<file path="src/rtl/enc_pkg.sv">
// rtl/enc_pkg.sv - shared constants, state type and helpers for the 8-to-3 encoder
package enc_pkg;

   localparam int N  = 8;
   localparam int IW = $clog2(N);

   typedef enum logic {
      IDLE  = 1'b0,
      DRAIN = 1'b1
   } enc_state_t;

   // True when exactly one bit of v is set: v is non-zero and clearing its
   // lowest set bit leaves nothing behind.
   function automatic logic onehot_count_is_one(input logic [N-1:0] v);
      logic [N-1:0] v_minus_one;
      v_minus_one = v - {{(N-1){1'b0}}, 1'b1};
      return (v != '0) && ((v & v_minus_one) == '0);
   endfunction

endpackage

</file>
<file path="src/rtl/prio_enc8_3.sv">
// rtl/prio_enc8_3.sv - combinational 8-to-3 priority encoder with selectable direction
module prio_enc8_3
   import enc_pkg::*;
#(
   parameter bit LOW_FIRST = 1'b1
) (
   input  logic [N-1:0]  vec,
   output logic [IW-1:0] idx,
   output logic          any
);

   // Scan so that the winning bit is the last one written: walking downward
   // leaves the lowest set bit, walking upward leaves the highest. An all-zero
   // vector encodes to index 0.
   always_comb begin
      idx = '0;
      any = 1'b0;
      if (LOW_FIRST) begin
         for (int i = N - 1; i >= 0; i--) begin
            if (vec[i]) begin
               idx = IW'(i);
               any = 1'b1;
            end
         end
      end else begin
         for (int i = 0; i < N; i++) begin
            if (vec[i]) begin
               idx = IW'(i);
               any = 1'b1;
            end
         end
      end
   end

endmodule

</file>
<file path="src/rtl/encoder8_3_seq.sv">
// rtl/encoder8_3_seq.sv - sequential 8-to-3 encoder draining a multi-hot word one index per beat
module encoder8_3_seq
   import enc_pkg::*;
#(
   parameter bit LOW_FIRST = 1'b1
) (
   input  logic          clk,
   input  logic          reset,
   input  logic [N-1:0]  req,
   input  logic          req_valid,
   output logic          req_ready,
   output logic [IW-1:0] out_index,
   output logic          out_valid,
   input  logic          out_ready,
   output logic          out_last,
   output logic          busy
);

   enc_state_t    state;
   logic [N-1:0]  pending;
   logic [IW-1:0] prio_idx;
   logic          pending_any;
   logic          pending_single;
   logic [N-1:0]  clear_mask;
   logic          beat_done;

   prio_enc8_3 #(
      .LOW_FIRST (LOW_FIRST)
   ) u_prio (
      .vec (pending),
      .idx (prio_idx),
      .any (pending_any)
   );

   // Output decode from registered state and pending; out_ready never feeds
   // out_valid, so a stalled consumer sees stable index and last flags.
   always_comb begin
      pending_single = onehot_count_is_one(pending);
      req_ready      = (state == IDLE);
      busy           = (state == DRAIN);
      out_valid      = (state == DRAIN) && pending_any;
      out_index      = prio_idx;
      out_last       = (state == DRAIN) && pending_single;
      beat_done      = out_valid && out_ready;
      clear_mask     = '0;
      clear_mask[prio_idx] = 1'b1;
   end

   // FSM and pending register: latch a non-zero word in IDLE, retire one bit
   // per handshake in DRAIN, return to IDLE after the last beat.
   always_ff @(posedge clk) begin
      if (reset) begin
         state   <= IDLE;
         pending <= '0;
      end else begin
         case (state)
            IDLE: begin
               if (req_valid && (req != '0)) begin
                  pending <= req;
                  state   <= DRAIN;
               end
            end
            DRAIN: begin
               if (beat_done) begin
                  pending <= pending & ~clear_mask;
                  if (out_last) begin
                     state <= IDLE;
                  end
               end
            end
            default: begin
               state   <= IDLE;
               pending <= '0;
            end
         endcase
      end
   end

endmodule

</file>
<file path="config.mk">
export PLATFORM = sky130hd
export DESIGN_NAME = encoder8_3_seq
export DESIGN_NICKNAME = d
export VERILOG_FILES = /design/src/rtl/enc_pkg.sv /design/src/rtl/prio_enc8_3.sv /design/src/rtl/encoder8_3_seq.sv
export SDC_FILE = /design/constraint.sdc
export NUM_CORES = 1
export LEC_CHECK = 0
export BUFFER_PORTS_ARGS = -buffer_cell sky130_fd_sc_hd__buf_2
export CORE_AREA = 2 2 39 41
export DETAILED_ROUTE_END_ITERATION = 7
export DIE_AREA = 0 0 41 43
export HOLD_SLACK_MARGIN = 0.08
export PLACE_DENSITY = 0.86
export SYNTH_ARGS = -nofsm -noshare
export SYNTH_HDL_FRONTEND = slang
export SYNTH_SLANG_ARGS = --single-unit
</file>
<file path="constraint.sdc">
create_clock -name clk -period 4.2 [get_ports clk]
set_clock_uncertainty 0.15 [all_clocks]
set_input_delay 0 -clock clk [delete_from_list [all_inputs] [get_ports clk]]
set_output_delay 0 -clock clk [all_outputs]
set_load 0.05 [all_outputs]
</file>
==> metrics.yaml <==
layout:
  fin_util_pct: 63.1
  nets: 130
  antenna_cells: 0
  fillers: 115
  area.growth.synth_to_final_pct: 35.0
  layout-drive-gt1-share_pct: 19.7
worst_setup_path:
  ff2ff_path_depth: 5
  cp_data_arrival_time_ps: 2510
  crit_path_end_kind: "flip-flop"
  critical_path_class: "flip-flop to flip-flop"
  cp_max_fo: 8
  timing.critical_path.to: "busy"
  crit_required_ps: 4220
  worstSetupStartpoint: "pending[2]"
  rrSetupSlack_ps: 1700
  cp-start-kind: "flip-flop"
  r2r_end: "busy"
  r2r-start: "pending[2]"
cts:
  clk_latency_ps: 270
  ctsResizeCount: 0
  post_cts_buffers: 0
  cts_root_buffer: "clkbuf_4"
  clk_pin_slew_ps: 70
  cts.htree.levels: 1
  numCtsBuffers: 3
  hold_buffers: 12
  cts_buffer_depth: 2
  cts_sinks: 9
  cts_tree: "yes"
power:
  peakVddDrop_mv: 0.351
  p_leak_nw: 0.354
  power_density_nw_per_um2: 394
global_route:
  overflow: 0
  grt_pass1_vias: 767
  grt_antenna_before_repair: 0
  grt_max_degree: 12
  grt_pass1_wl_mm: 3.28
  gr-usage-all-layers_pct: 27.3
floorplan:
  die_w_um: 41
  rows: 14
  fp.dieH_um: 43
  die_area_um2: 1760
  ios: 19
  initial_core_util_pct: 46.7
  core_area_um2: 1380
logic_synthesis:
  synth_edf_count: 0
  synth-simple-area-share_pct: 24.2
  synth_fp_nets: 103
  synthTopCellsByArea: "dfxtp_1 28%, a21oi_1 7.0%, o21ai_0 7.0%"
  yosys.area_share.adder_pct: 0
  yosys_most_used_dff: "dfxtp_1"
  ys_ff_latch: 9
  async_flop_share_pct: 0
  syn-mean-instance-area_um2: 7.11
  synth_xor_area_share_pct: 1.35
  synth_area_um2: 647
  ys_types: 30
  synth-compound-area-share_pct: 40.2
  synth_cells: 91
  yosysSeqAreaShare_pct: 27.9
  synth_top_family_by_area: "compound AO/OA/AOI/OAI gates"
  yosysWarnings: 0
  synthMuxAreaShare_pct: 0
  yosys.area.top_type: "dfxtp_1"
  yosysTopAreaCellShare_pct: 27.9
routing:
  ant_nets: 0
  vias: 820
  post-route-drc-count: 0
  dr.pass1.iters: 4
  viasPerCell: 6.17
  wl_per_cell_um: 15.0
  routed_wl_mm: 1.99
  drtIter0Drc: 50
timing:
  fin_tns_setup_ps: 0
  min_period_over_period_pct: 59.5
  slew_viol_final: 0
  final_hold_viol_count: 0
  rsz0062_at_grt: "no"
  timing.fmax_ghz: 0.400
  fin_crit_ps: 2500
  worstMarginPinSlew_ps: 678
  setup_viol: 0
  slew_headroom_pct: 54.4
status:
  status: "finished clean"
hold_path:
  hp-class: "input pin to flip-flop"
run:
  cap_viol_max_count: 0
place:
  globalplace.congestion: 0.839
  dpl.hpwl_mm: 1.24
  io_buffer_count: 18
## state kept, by name (all words and copies together), names as in the netlist
register,count
busy,1
pending,8
## cell families (layout without fill, tap and decap cells)
logic type / count (synthesis) / after routing
buf+inv: 11 / 37
flops: 9 / 9
compound gates: 40 / 40
simple gates: 30 / 30
xor+xnor: 1 / 1
## critical path, cell delays in order, from the launching register on
cell and delay (ps):
dfxtp_1 390, or4_4 590, or4_1 480, nand3_1 100
a41oi_1 110, dlygate4sd3_1 570
## metal layers
layer | vias to the layer above | part of all wire [%] | track usage [%]
met4 | 0 | 2.1 | 12.0
li1 | 395 | - | -
met2 | 43 | 48 | 43.4
met3 | 7 | 6.2 | 3.66
met1 | 375 | 44 | 35.0
met5 | - | 0 | 0
## how the worst min path moves through the flow
| stage | startpoint | end | cells past startpoint |
|---|---|---|---|
| 6_report | req_valid | pending[3] | 4 |
| 5_1_grt | req_valid | pending[3] | 4 |
| 4_1_cts | req_valid | pending[3] | 4 |
| 3_5_place_dp | out_ready | busy | 2 |
| 3_3_place_gp | out_ready | busy | 2 |
| 2_1_floorplan | out_ready | busy | 1 |
## Yosys cell counts, types with 2 or more instances
library cell,instances
o22ai_1,3
o21ai_0,9
clkbuf_1,7
o31ai_1,2
nand2b_1,2
a21oi_1,9
nand3_1,2
a211oi_1,4
nor4_1,2
nor3_1,4
inv_1,3
dfxtp_1,9
nor2_1,6
nor2b_1,2
nand2_1,7
a21o_1,2
a22oi_1,3
or4_1,3
## final cells by class
class / instances / area (µm²) / share of cell area (%)
Tap cell: 16 / 20.0 / 2.29
Timing Repair Buffer: 30 / 210 / 24.1
Inverter: 3 / 11.3 / 1.29
Multi-Input combinational cell: 71 / 425 / 48.7
Clock buffer: 4 / 26.3 / 3.01
Sequential cell: 9 / 180 / 20.6
## layout by cell type, fill, tap and decap left out, drive strengths merged, types with 2 or more instances in the layout
cell type,n
nor4,2
clkbuf,4
nor2b,2
or4,4
a211oi,4
o31ai,2
nor2,6
nor3,4
dfxtp,9
nand2b,2
buf,18
a21oi,9
a21o,2
nand3,2
a22oi,3
o22ai,3
nand2,7
dlygate4sd3,12
o21ai,10
inv,3
## where the power goes
part	internal [mW]	leakage, nW	total [mW]	switching, mW
Clock	0.0367	0.0150	0.0713	0.0346
Combinational	0.0568	0.265	0.160	0.103
Sequential	0.0939	0.0740	0.114	0.0197
## metrics by stage
stage / total power [mW] / std cells / worst slack [ps] / hold WS (ps) / area [µm²]
global route: 0.365 / 133 / 1630 / 185 / 873
detailed placement: 0.260 / 117 / 2140 / 86.2 / 727
floorplan: 0.227 / 91 / 2050 / -31.2 / 647
CTS: 0.341 / 133 / 1720 / 152 / 873
global placement: 0.258 / 117 / 2180 / 70.9 / 727
finish: 0.344 / 133 / 1700 / 157 / 873
No activity file was read; power rests on OpenSTA's default activity.
